--- config.mk ---
export PLATFORM = sky130hd
export DESIGN_NAME = alarm_controller_flat
export DESIGN_NICKNAME = d
export VERILOG_FILES = /design/src/rtl/alarm_pkg.sv /design/src/rtl/alarm_controller_if.sv /design/src/rtl/alarm_sec_timer.sv /design/src/rtl/alarm_controller.sv /design/src/flat_wrapper.sv
export SDC_FILE = /design/constraint.sdc
export NUM_CORES = 1
export LEC_CHECK = 0
export ABC_AREA = 1
export BUFFER_PORTS_ARGS = -buffer_cell sky130_fd_sc_hd__buf_2
export CORE_MARGIN = 5
export CORE_UTILIZATION = 57
export CTS_BUF_LIST = sky130_fd_sc_hd__clkbuf_4
export CTS_CLUSTER_DIAMETER = 60
export CTS_CLUSTER_SIZE = 16
export DETAILED_ROUTE_END_ITERATION = 8
export PLACE_DENSITY = 0.95
export SLEW_MARGIN = 20
export SYNTH_ARGS = -nofsm -noshare
export SYNTH_HDL_FRONTEND = slang
export SYNTH_SLANG_ARGS = --single-unit
--- constraint.sdc ---
create_clock -name clk_i -period 3.9 [get_ports clk_i]
set_input_delay 0 -clock clk_i [delete_from_list [all_inputs] [get_ports clk_i]]
set_output_delay 0 -clock clk_i [all_outputs]
set_load 0.005 [all_outputs]
--- src/rtl/alarm_pkg.sv ---
// Shared types and constants for the alarm sequencing controller.
// Defining ALARM_SNOOZE_EN adds the SNOOZE state to the encoding.
package alarm_pkg;

    localparam int unsigned SecWidth = 9;

    typedef enum logic [2:0] {
        StIdle    = 3'd0,
        StSetMin  = 3'd1,
        StSetHour = 3'd2,
`ifdef ALARM_SNOOZE_EN
        StRing    = 3'd3,
        StSnooze  = 3'd4
`else
        StRing    = 3'd3
`endif
    } state_e;

    localparam logic [1:0] SEL_NONE = 2'b00;
    localparam logic [1:0] SEL_MIN  = 2'b01;
    localparam logic [1:0] SEL_HOUR = 2'b10;

    function automatic logic [1:0] sel_of_state(state_e st);
        case (st)
            StSetMin:  return SEL_MIN;
            StSetHour: return SEL_HOUR;
            default:   return SEL_NONE;
        endcase
    endfunction

endpackage

--- src/rtl/alarm_controller_if.sv ---
// Key, time and alarm-set control signals between the controller and its surroundings.
interface alarm_controller_if;

    logic       tick_1hz;
    logic       key_mode;
    logic       key_adj;
    logic       key_ok;
    logic       alarm_on;
    logic [7:0] cur_hour;
    logic [7:0] cur_minute;
    logic [7:0] cur_second;
    logic [7:0] alarm_hour;
    logic [7:0] alarm_minute;

    logic [1:0] alarm_set_select;
    logic       adj_en;
    logic       set_confirm;
    logic       setting;
    logic       ring;

    modport master (
        output tick_1hz, key_mode, key_adj, key_ok, alarm_on,
        output cur_hour, cur_minute, cur_second, alarm_hour, alarm_minute,
        input  alarm_set_select, adj_en, set_confirm, setting, ring
    );

    modport slave (
        input  tick_1hz, key_mode, key_adj, key_ok, alarm_on,
        input  cur_hour, cur_minute, cur_second, alarm_hour, alarm_minute,
        output alarm_set_select, adj_en, set_confirm, setting, ring
    );

endinterface

--- src/rtl/alarm_sec_timer.sv ---
// Clearable 1 Hz second counter, saturating at the limit; done_o reflects the count
// including the tick of the current cycle so the caller can act on the limit-reaching tick.
module alarm_sec_timer
    import alarm_pkg::*;
(
    input  logic                clk_i,
    input  logic                rst_i,
    input  logic                clr_i,
    input  logic                tick_i,
    input  logic [SecWidth-1:0] limit_i,
    output logic                done_o
);

    logic [SecWidth-1:0] count_q, count_d;
    logic [SecWidth:0]   count_next;

    assign count_next = {1'b0, count_q} + {{SecWidth{1'b0}}, tick_i};
    assign done_o     = (count_next >= {1'b0, limit_i});

    always_comb begin
        count_d = count_q;
        if (clr_i) begin
            count_d = '0;
        end else if (tick_i && (count_q < limit_i)) begin
            count_d = count_next[SecWidth-1:0];
        end
    end

    always_ff @(posedge clk_i) begin
        if (rst_i) begin
            count_q <= '0;
        end else begin
            count_q <= count_d;
        end
    end

endmodule

--- src/rtl/alarm_controller.sv ---
// Alarm set / ring sequencing FSM with one-trigger-per-minute match arming.
// Optional snooze state is compiled in when ALARM_SNOOZE_EN is defined.
module alarm_controller #(
    parameter int unsigned RING_SECS        = 60,
    parameter int unsigned SNOOZE_SECS      = 300,
    parameter int unsigned SET_TIMEOUT_SECS = 30
) (
    input  logic               clk_i,
    input  logic               cr_i,
    alarm_controller_if.slave  bus
);
    import alarm_pkg::*;

    // IDLE has no timeout; let the counter run up to the longest interval there.
    localparam int unsigned LongA    = (RING_SECS > SNOOZE_SECS) ? RING_SECS : SNOOZE_SECS;
    localparam int unsigned IdleSecs = (LongA > SET_TIMEOUT_SECS) ? LongA : SET_TIMEOUT_SECS;

    state_e state_q, state_d;
    logic       armed_q, armed_d;
    logic [1:0] sel_q, sel_d;
    logic       adj_en_q, adj_en_d;
    logic       confirm_q, confirm_d;
    logic       setting_q, setting_d;
    logic       ring_q, ring_d;

    logic [SecWidth-1:0] limit;
    logic timer_clr, timer_done;
    logic k_mode, k_ok, k_adj, any_key, in_set, match;

    assign k_mode  = bus.key_mode;
    assign k_ok    = bus.key_ok & ~bus.key_mode;
    assign k_adj   = bus.key_adj & ~bus.key_mode & ~bus.key_ok;
    assign any_key = bus.key_mode | bus.key_ok | bus.key_adj;
    assign in_set  = (state_q == StSetMin) || (state_q == StSetHour);
    assign match   = (bus.cur_hour == bus.alarm_hour) && (bus.cur_minute == bus.alarm_minute)
                     && (bus.cur_second == 8'h00);

    always_comb begin
        limit = SecWidth'(IdleSecs);
        case (state_q)
            StSetMin, StSetHour: limit = SecWidth'(SET_TIMEOUT_SECS);
            StRing:              limit = SecWidth'(RING_SECS);
`ifdef ALARM_SNOOZE_EN
            StSnooze:            limit = SecWidth'(SNOOZE_SECS);
`endif
            default:             limit = SecWidth'(IdleSecs);
        endcase
    end

    always_comb begin
        state_d   = state_q;
        armed_d   = armed_q;
        adj_en_d  = 1'b0;
        confirm_d = 1'b0;
        unique case (state_q)
            StIdle: begin
                if (k_mode) begin
                    state_d = StSetMin;
                end else if (bus.alarm_on && armed_q && match) begin
                    state_d = StRing;
                    armed_d = 1'b0;
                end
            end
            StSetMin: begin
                if (k_mode) begin
                    state_d = StSetHour;
                end else if (k_ok) begin
                    state_d   = StSetHour;
                    confirm_d = 1'b1;
                end else if (k_adj) begin
                    adj_en_d = 1'b1;
                end else if (timer_done) begin
                    state_d = StIdle;
                end
            end
            StSetHour: begin
                if (k_mode) begin
                    state_d = StIdle;
                end else if (k_ok) begin
                    state_d   = StIdle;
                    confirm_d = 1'b1;
                end else if (k_adj) begin
                    adj_en_d = 1'b1;
                end else if (timer_done) begin
                    state_d = StIdle;
                end
            end
            StRing: begin
                if (k_mode || k_ok || !bus.alarm_on) begin
                    state_d = StIdle;
`ifdef ALARM_SNOOZE_EN
                end else if (k_adj) begin
                    state_d = StSnooze;
`endif
                end else if (timer_done) begin
                    state_d = StIdle;
                end
            end
`ifdef ALARM_SNOOZE_EN
            StSnooze: begin
                if (k_ok || !bus.alarm_on) begin
                    state_d = StIdle;
                end else if (timer_done) begin
                    state_d = StRing;
                end
            end
`endif
            default: state_d = StIdle;
        endcase

        // Re-arm only once the match window has passed; setting states leave it alone.
        if (!in_set && !match) begin
            armed_d = 1'b1;
        end

        sel_d     = confirm_d ? sel_q : sel_of_state(state_d);
        setting_d = (state_d == StSetMin) || (state_d == StSetHour);
        ring_d    = (state_d == StRing);
        timer_clr = (state_d != state_q) || (in_set && any_key);
    end

    alarm_sec_timer u_sec_timer (
        .clk_i   (clk_i),
        .rst_i   (cr_i),
        .clr_i   (timer_clr),
        .tick_i  (bus.tick_1hz),
        .limit_i (limit),
        .done_o  (timer_done)
    );

    always_ff @(posedge clk_i) begin
        if (cr_i) begin
            state_q   <= StIdle;
            armed_q   <= 1'b1;
            sel_q     <= SEL_NONE;
            adj_en_q  <= 1'b0;
            confirm_q <= 1'b0;
            setting_q <= 1'b0;
            ring_q    <= 1'b0;
        end else begin
            state_q   <= state_d;
            armed_q   <= armed_d;
            sel_q     <= sel_d;
            adj_en_q  <= adj_en_d;
            confirm_q <= confirm_d;
            setting_q <= setting_d;
            ring_q    <= ring_d;
        end
    end

    assign bus.alarm_set_select = sel_q;
    assign bus.adj_en           = adj_en_q;
    assign bus.set_confirm      = confirm_q;
    assign bus.setting          = setting_q;
    assign bus.ring             = ring_q;

endmodule

--- src/flat_wrapper.sv ---
// flat-port wrapper written by rule: the top's interface ports become plain ports
module alarm_controller_flat import alarm_pkg::*;
#(
    parameter int unsigned RING_SECS        = 60,
    parameter int unsigned SNOOZE_SECS      = 300,
    parameter int unsigned SET_TIMEOUT_SECS = 30
)
  (clk_i, cr_i, bus_tick_1hz, bus_key_mode, bus_key_adj, bus_key_ok, bus_alarm_on, bus_cur_hour, bus_cur_minute, bus_cur_second, bus_alarm_hour, bus_alarm_minute, bus_alarm_set_select, bus_adj_en, bus_set_confirm, bus_setting, bus_ring);
  alarm_controller_if bus_i ();
  input  logic clk_i;
  input  logic cr_i;
  input wire logic [$bits(bus_i.tick_1hz)-1:0] bus_tick_1hz;
  input wire logic [$bits(bus_i.key_mode)-1:0] bus_key_mode;
  input wire logic [$bits(bus_i.key_adj)-1:0] bus_key_adj;
  input wire logic [$bits(bus_i.key_ok)-1:0] bus_key_ok;
  input wire logic [$bits(bus_i.alarm_on)-1:0] bus_alarm_on;
  input wire logic [$bits(bus_i.cur_hour)-1:0] bus_cur_hour;
  input wire logic [$bits(bus_i.cur_minute)-1:0] bus_cur_minute;
  input wire logic [$bits(bus_i.cur_second)-1:0] bus_cur_second;
  input wire logic [$bits(bus_i.alarm_hour)-1:0] bus_alarm_hour;
  input wire logic [$bits(bus_i.alarm_minute)-1:0] bus_alarm_minute;
  output wire logic [$bits(bus_i.alarm_set_select)-1:0] bus_alarm_set_select;
  output wire logic [$bits(bus_i.adj_en)-1:0] bus_adj_en;
  output wire logic [$bits(bus_i.set_confirm)-1:0] bus_set_confirm;
  output wire logic [$bits(bus_i.setting)-1:0] bus_setting;
  output wire logic [$bits(bus_i.ring)-1:0] bus_ring;
  assign bus_i.tick_1hz = bus_tick_1hz;
  assign bus_i.key_mode = bus_key_mode;
  assign bus_i.key_adj = bus_key_adj;
  assign bus_i.key_ok = bus_key_ok;
  assign bus_i.alarm_on = bus_alarm_on;
  assign bus_i.cur_hour = bus_cur_hour;
  assign bus_i.cur_minute = bus_cur_minute;
  assign bus_i.cur_second = bus_cur_second;
  assign bus_i.alarm_hour = bus_alarm_hour;
  assign bus_i.alarm_minute = bus_alarm_minute;
  assign bus_alarm_set_select = bus_i.alarm_set_select;
  assign bus_adj_en = bus_i.adj_en;
  assign bus_set_confirm = bus_i.set_confirm;
  assign bus_setting = bus_i.setting;
  assign bus_ring = bus_i.ring;
  alarm_controller #(.RING_SECS(RING_SECS), .SNOOZE_SECS(SNOOZE_SECS), .SET_TIMEOUT_SECS(SET_TIMEOUT_SECS)) u_core (.clk_i(clk_i), .cr_i(cr_i), .bus(bus_i));
endmodule
==> results of run 1 <==
-- cells by family after synthesis --
kind of cell             Yosys count
adder cells (fa/ha/maj)            7
XOR/XNOR                           8
AND/OR/NAND/NOR                  154
buffers and inverters             59
AO/OA/AOI/OAI                     25
other                              1
flip-flops                        19
-- tightest hold or removal path, stage by stage --
cell	delay, ns
buf_2	0.12
nand2_1	0.11
nor3_1	0.06
-- sequential cells by signal, summed over array words and instances, names as in the netlist --
name / count
u_core.u_sec_timer.count_q: 9
u_core.bus.set_confirm: 1
u_core.bus.adj_en: 1
u_core.bus.setting: 1
u_core.bus.alarm_set_select: 2
u_core.state_q: 3
u_core.bus.ring: 1
u_core.armed_q: 1
-- how the worst min path moves through the flow --
stage | startpoint | end | slack, ns | cells past startpoint
finish | bus_key_adj | u_core.bus.adj_en$_SDFF_PP0_ | 0.009 | 3
global route | bus_key_adj | u_core.bus.adj_en$_SDFF_PP0_ | 0.01 | 3
CTS | bus_key_adj | u_core.bus.adj_en$_SDFF_PP0_ | 0.002 | 3
detailed placement | cr_i | u_core.state_q[0]$_SDFF_PP0_ | 0.30 | 2
global placement | cr_i | u_core.state_q[0]$_SDFF_PP0_ | 0.29 | 2
floorplan | bus_key_adj | u_core.bus.adj_en$_SDFF_PP0_ | 0.15 | 2
-- Yosys cell counts (2+ instances only) --
cell type / number
a21oi_1: 5
dfxtp_1: 19
ha_1: 7
inv_1: 51
inv_2: 6
nand2_1: 65
nand2_2: 9
nand2_4: 2
nand3_1: 15
nand3_2: 4
nand4_1: 6
nor2_1: 35
nor2_2: 4
nor2_4: 2
nor3_1: 5
o21ai_0: 4
o21ai_2: 10
or2_2: 3
xnor2_1: 2
xor2_1: 6
-- where the power goes --
part           internal (mW)  switching (mW)  total [mW]
sequential             0.197         0.00241       0.199
clock                 0.0383          0.0689       0.107
combinational         0.0372          0.0461      0.0833
total                  0.272           0.117       0.390
-- layer usage --
metal	global-route usage [%]	wire length, um
met5	0	0
met4	10.29	108
met3	3.972	280
met2	40.49	2229
met1	22.66	1593
-- per-stage QoR --
| stage | util, % | instance area, sq um | std cells | hold WS [ns] |
|---|---|---|---|---|
| 6_report | 72.12 | 2023 | 359 | 0.008753 |
| 5_1_grt | 72.12 | 2023 | 359 | 0.01132 |
| 4_1_cts | 72.12 | 2023 | 359 | 0.001748 |
| 3_5_place_dp | 70.79 | 1986 | 354 | 0.2985 |
| 3_3_place_gp | 70.79 | 1986 | 354 | 0.2888 |
| 2_1_floorplan | - | 1710 | 273 | 0.1546 |
-- area by class of cell --
type,instances,share of cell area (%)
Tap cell,31,1.917
Multi-Input combinational cell,195,53.99
Timing Repair Buffer,53,13.36
Clock inverter,1,0.2474
Sequential cell,19,18.80
Inverter,57,10.58
Clock buffer,3,1.113
-- timing repair --
action,in CTS,in global routing
hold endpoints to repair,7,0
setup endpoints to repair,0,0
hold buffers,1,0
-- cells in the final DEF, fill, tap and decap left out, types with 7 or more instances in the layout --
master	count
buf_2	52
dfxtp_1	19
ha_1	7
inv_1	51
nand2_1	65
nand2_2	9
nand3_1	15
nor2_1	35
o21ai_2	10
==> results.sh, run 1 <==
export IMPL_outcome="complete, no violations"
export IMPL_max_cap_violations=0
export IMPL_vias=1867
export IMPL_p_total_uw=389.6
export IMPL_cellPowerDensity_nw_per_um2=192.6
export IMPL_finalWeightedCongestion=0.9496
export IMPL_r2r_cells=19
export IMPL_r2r_start="u_core.u_sec_timer.count_q[0]$_SDFFE_PP0P_"
export IMPL_cts_buffers=3
export IMPL_grt_overflow_total=0
export IMPL_hpwl_um=3436
export IMPL_routed_via_density=5.201
export IMPL_cpMaxStageDelayCell="dfxtp_1"
export IMPL_drv_slew=0
export IMPL_cp_max_fo=4
export IMPL_die_w_um=64.78
export IMPL_dieArea_sq_um=4196
export IMPL_cp_arrival_ns=2.92
export IMPL_critPathMostFrequentCell="nand2_1"
export IMPL_peakVddDrop_mv=0.2280
export IMPL_die_height_um=64.78
export IMPL_critPathKind="register to register"
export IMPL_ys_warn_count=0
export IMPL_drt_iter0_markers=93
export IMPL_routedWlPerCell_um=11.73
export IMPL_ys_async_sr_fraction_pct=0
export IMPL_seq_area_frac_synth_pct=22.24
export IMPL_clockRootBuffer="clkbuf_4"
export IMPL_critical_path_top_delay_family="simple AND/OR/NAND/NOR gates"
export IMPL_core_area_sq_um=2805
export IMPL_period_needed_ns=2.686
export IMPL_synthCells=273
export IMPL_rsz0062_at_grt="false"
export IMPL_grt_max_degree=19
export IMPL_synth_top_flop_cell="dfxtp_1"
export IMPL_min_path_type="primary input to register"
export IMPL_rows=19
export IMPL_io_pins=53
export IMPL_critPathLaunch="u_core.u_sec_timer.count_q[0]$_SDFFE_PP0P_"
export IMPL_synth_compound_area_share_pct=11.05
export IMPL_r2r_slack_ns=1.21
export IMPL_route_detailed_drc=0
export IMPL_crit_cells=19
export IMPL_synth_edff_count=0
export IMPL_muxShareOfSynthArea_pct=0
export IMPL_antenna_found_initial=0
export IMPL_synth_avg_cell_area_sq_um=6.265
export IMPL_grt_pass1_wl_um=7334
export IMPL_netlist_area_sq_um=1710
export IMPL_cts_max_path_buffers=2
export IMPL_p_leak_nw=1.058
export IMPL_layout_nets=383
export IMPL_synth_top_cell_area_share_pct=22.24
export IMPL_grt_pass1_vias=1889
export IMPL_layout_drive_gt1_share_pct=30.18
export IMPL_syn_nets=327
export IMPL_setup_violations=0
export IMPL_initial_core_util_pct=60.97
export IMPL_clkLatencyLatePin_ns=0.31
export IMPL_synth_simple_area_share_pct=43.38
export IMPL_synth_xor_xnor_area_share_pct=4.097
export IMPL_antenna_left=0
export IMPL_synthTopCellsByArea="dfxtp_1, nand2_1, inv_1"
export IMPL_seqCellArea_sq_um=380.4
export IMPL_drtPass1Iterations=4
export IMPL_cts_tree="done"
export IMPL_multi_input_area_sq_um=1092
export IMPL_synth_top_family_by_area="simple AND/OR/NAND/NOR gates"
export IMPL_rr_endpoint="u_core.bus.alarm_set_select[1]$_SDFFE_PP0N_"
export IMPL_yosysTopAreaCell="dfxtp_1"
export IMPL_path_buf_inv=1
export IMPL_clk_pin_slew_ns=0.12
export IMPL_htreeDepth=1
export IMPL_skew_ns=0.005990
export IMPL_worst_slack_ns=1.214
export IMPL_fmax_mhz=372.3
export IMPL_synth_seq_cells=19
export IMPL_cp_required_ns=4.14
export IMPL_cts_resized=0
export IMPL_fin_setup_tns_ns=0
export IMPL_critPathLaunchType="register"
export IMPL_ys_types=33
export IMPL_cts_setup_buffers=0
export IMPL_fin_crit_sh_pct=68.87
export IMPL_clock_sinks=19
export IMPL_slowest_delay_ns=0.37
export IMPL_place_ws_ns=1.316
export IMPL_fillers=241
export IMPL_wirelength_um=4211
export IMPL_yosys_area_share_adder_pct=5.121
export IMPL_track_usage_pct=21.44
export IMPL_antenna_cells=0
export IMPL_io_buffers=52
export IMPL_syn2layout_area_growth_pct=18.29
export IMPL_crit_path_end_kind="register"
export IMPL_path_cells="ha_1 > nand3_1 > nor2_2 > nand2_1 > xor2_1 > ha_1 > nand2_1 > nand3b_1 > nor2_1 > nand2_1 > nand3_2 > nand2_2 > nand2_2 > nand2_1 > nand2_1 > nand3_1 > inv_2 > nand3_1 > a21oi_1"
export IMPL_crit_end="u_core.bus.alarm_set_select[1]$_SDFFE_PP0N_"
export IMPL_hold_viol=0
Note: power is estimated with default switching activity, not from simulation.
==> run 2: changes to the inputs <==
--- a/config.mk
+++ b/config.mk
@@ -8,12 +8,12 @@
 export ABC_AREA = 1
 export BUFFER_PORTS_ARGS = -buffer_cell sky130_fd_sc_hd__buf_2
 export CORE_MARGIN = 5
-export CORE_UTILIZATION = 57
+export CORE_UTILIZATION = 53
 export CTS_BUF_LIST = sky130_fd_sc_hd__clkbuf_4
 export CTS_CLUSTER_DIAMETER = 60
 export CTS_CLUSTER_SIZE = 16
 export DETAILED_ROUTE_END_ITERATION = 8
-export PLACE_DENSITY = 0.95
+export PLACE_DENSITY = 0.89
 export SLEW_MARGIN = 20
 export SYNTH_ARGS = -nofsm -noshare
 export SYNTH_HDL_FRONTEND = slang
==> constraint.sdc (replaced) <==
create_clock -name clk_i -period 2.7 [get_ports clk_i]
set_input_delay 0 -clock clk_i [delete_from_list [all_inputs] [get_ports clk_i]]
set_output_delay 0 -clock clk_i [all_outputs]
set_load 0.005 [all_outputs]
==> results.sh, run 2 (synthesis results as in run 1) <==
export IMPL_outcome="complete, no violations"
export IMPL_io_pins=53
export IMPL_slowest_delay_ns=0.37
export IMPL_path_buf_inv=0
export IMPL_vias=1829
export IMPL_initial_core_util_pct=55.57
export IMPL_setup_violations=0
export IMPL_layout_drive_gt1_share_pct=35.44
export IMPL_stdcell_count=377
export IMPL_die_w_um=66.81
export IMPL_cts_buffers=3
export IMPL_clockRootBuffer="clkbuf_4"
export IMPL_p_total_uw=562.3
export IMPL_worstHoldStart="bus_key_mode"
export IMPL_drt_iter0_markers=82
export IMPL_dieArea_sq_um=4464
export IMPL_period_needed_ns=2.568
export IMPL_antenna_left=0
export IMPL_critical_path_top_delay_family="simple AND/OR/NAND/NOR gates"
export IMPL_critPathLaunchType="register"
export IMPL_grt_overflow_total=0
export IMPL_routed_via_density=4.851
export IMPL_dp_cells=368
export IMPL_htreeDepth=1
export IMPL_finalWeightedCongestion=0.9092
export IMPL_seqCellArea_sq_um=381.6
export IMPL_grt_max_degree=19
export IMPL_cp_max_fo=4
export IMPL_fillers=262
export IMPL_hold_viol=0
export IMPL_core_area_sq_um=3078
export IMPL_track_usage_pct=20.05
export IMPL_multi_input_area_sq_um=1164
export IMPL_drv_slew=0
export IMPL_largest_reg_flops=9
export IMPL_syn2layout_area_growth_pct=25.38
export IMPL_min_path_type="primary input to register"
export IMPL_r2r_slack_ns=0.13
export IMPL_skew_ns=0.001439
export IMPL_die_height_um=66.81
export IMPL_r2r_cells=18
export IMPL_layout_nets=388
export IMPL_routedWlPerCell_um=11.24
export IMPL_antenna_cells=0
export IMPL_cp_arrival_ns=2.82
export IMPL_grt_pass1_wl_um=7127
export IMPL_hpwl_um=3315
export IMPL_rows=20
export IMPL_path_cells="ha_4 > nand3_2 > nor2_2 > nand2_1 > xor2_1 > ha_1 > a21o_1 > nor2_2 > nand3_2 > nand2_2 > nand2_2 > nand2_1 > nand2_2 > nand4_1 > nand2_2 > nor2_4 > nand2_2 > nor2_1"
export IMPL_wirelength_um=4236
export IMPL_clk_pin_slew_ns=0.11
export IMPL_cpMaxStageDelayCell="dfxtp_2"
export IMPL_drtPass1Iterations=4
export IMPL_crit_end="u_core.u_sec_timer.count_q[5]$_SDFFE_PP0P_"
export IMPL_cellPowerDensity_nw_per_um2=262.2
export IMPL_crit_cells=18
export IMPL_fin_crit_sh_pct=95.11
export IMPL_antenna_found_initial=0
export IMPL_r2r_start="u_core.u_sec_timer.count_q[0]$_SDFFE_PP0P_"
export IMPL_critPathLaunch="u_core.u_sec_timer.count_q[0]$_SDFFE_PP0P_"
export IMPL_cp_required_ns=2.96
export IMPL_top_register="u_core.u_sec_timer.count_q"
export IMPL_crit_path_end_kind="register"
export IMPL_rr_endpoint="u_core.u_sec_timer.count_q[5]$_SDFFE_PP0P_"
export IMPL_peakVddDrop_mv=0.3096
export IMPL_final_cell_mix="nand2_1, buf_2, inv_1"
export IMPL_clock_sinks=19
export IMPL_grt_pass1_vias=1793
export IMPL_io_buffers=52
export IMPL_route_detailed_drc=0
export IMPL_cts_tree="done"
export IMPL_layout_commonest_cell="nand2_1"
export IMPL_max_cap_violations=0
export IMPL_p_leak_nw=1.087
export IMPL_clkLatencyLatePin_ns=0.31
export IMPL_cts_max_path_buffers=2
export IMPL_critPathKind="register to register"
export IMPL_critPathMostFrequentCell="nand2_2"
export IMPL_fmax_mhz=389.4
## run 2: cell count changes in the layout (fill, tap and decap cells not counted), moves of 2 or more
cell	before	now
a21oi_1	5	3
nand3_1	15	10
nor2_1	35	33
a21oi_2	0	2
nand3_2	4	9
nand2_2	9	12
ha_1	7	5
buf_4	0	3
nor2_2	4	6
nand2_1	65	63
## run 2: per-stage QoR
stage                     hold slack [ns]  utilization (%)  setup slack (ns)  instance area (sq um)  TNS [ns]
final                             0.03080            69.67            0.1320                   2145         0
after detailed placement           0.2866            65.28           0.09382                   2009         0
after global placement             0.2889            65.28            0.2574                   2009         0
after global routing              0.05007            69.67          -0.04054                   2145   -0.2643
after CTS                         0.01212            66.83           0.06798                   2057         0
after floorplan                    0.1546                -            0.4029                   1710         0
## run 2: power by group
group          leakage [nW]  internal, mW  switching [mW]
Clock                0.0177        0.0554          0.0937
Combinational         0.915        0.0562          0.0693
Sequential            0.154         0.284         0.00370
Total                  1.09         0.396           0.167
## run 2: timing repair
item	4_1_cts	5_1_grt
gates resized for setup	0	16
hold buffers	2	0
endpoints found under the setup margin	0	13
buffers inserted	0	2
endpoints found under the hold margin	7	0
## run 2: metal layers
metal,part of all wire [%],track usage (%),vias up,wire length (um)
met2,53,38.37,58,2238
met3,4.4,2.024,14,187
met5,0,0,-,0
li1,-,-,962,-
met4,2.2,6.853,0,93
met1,41,22.63,795,1717
## run 2: worst min path at each step
stage	to	slack, ns	cells past startpoint
floorplan	u_core.bus.adj_en$_SDFF_PP0_	0.15	2
global placement	u_core.state_q[0]$_SDFF_PP0_	0.29	2
detailed placement	u_core.bus.alarm_set_select[0]$_SDFFE_PP0N_	0.29	2
CTS	u_core.bus.alarm_set_select[0]$_SDFFE_PP0N_	0.01	4
global route	u_core.bus.alarm_set_select[0]$_SDFFE_PP0N_	0.05	4
finish	u_core.bus.alarm_set_select[0]$_SDFFE_PP0N_	0.03	4
## run 2: layout make-up
| cell class | instances | share of cell area, % |
|---|---|---|
| multi-input combinational | 196 | 54.26 |
| sequential | 19 | 17.79 |
| timing repair buffer | 57 | 14.12 |
| inverter | 57 | 9.977 |
| tap | 44 | 2.567 |
| clock buffer | 3 | 1.050 |
| clock inverter | 1 | 0.2334 |
## run 2: worst min-delay path, stage by stage
cell and delay [ns]:
buf_2 0.10, nor2_1 0.06, nand3_1 0.09, a21oi_2 0.05
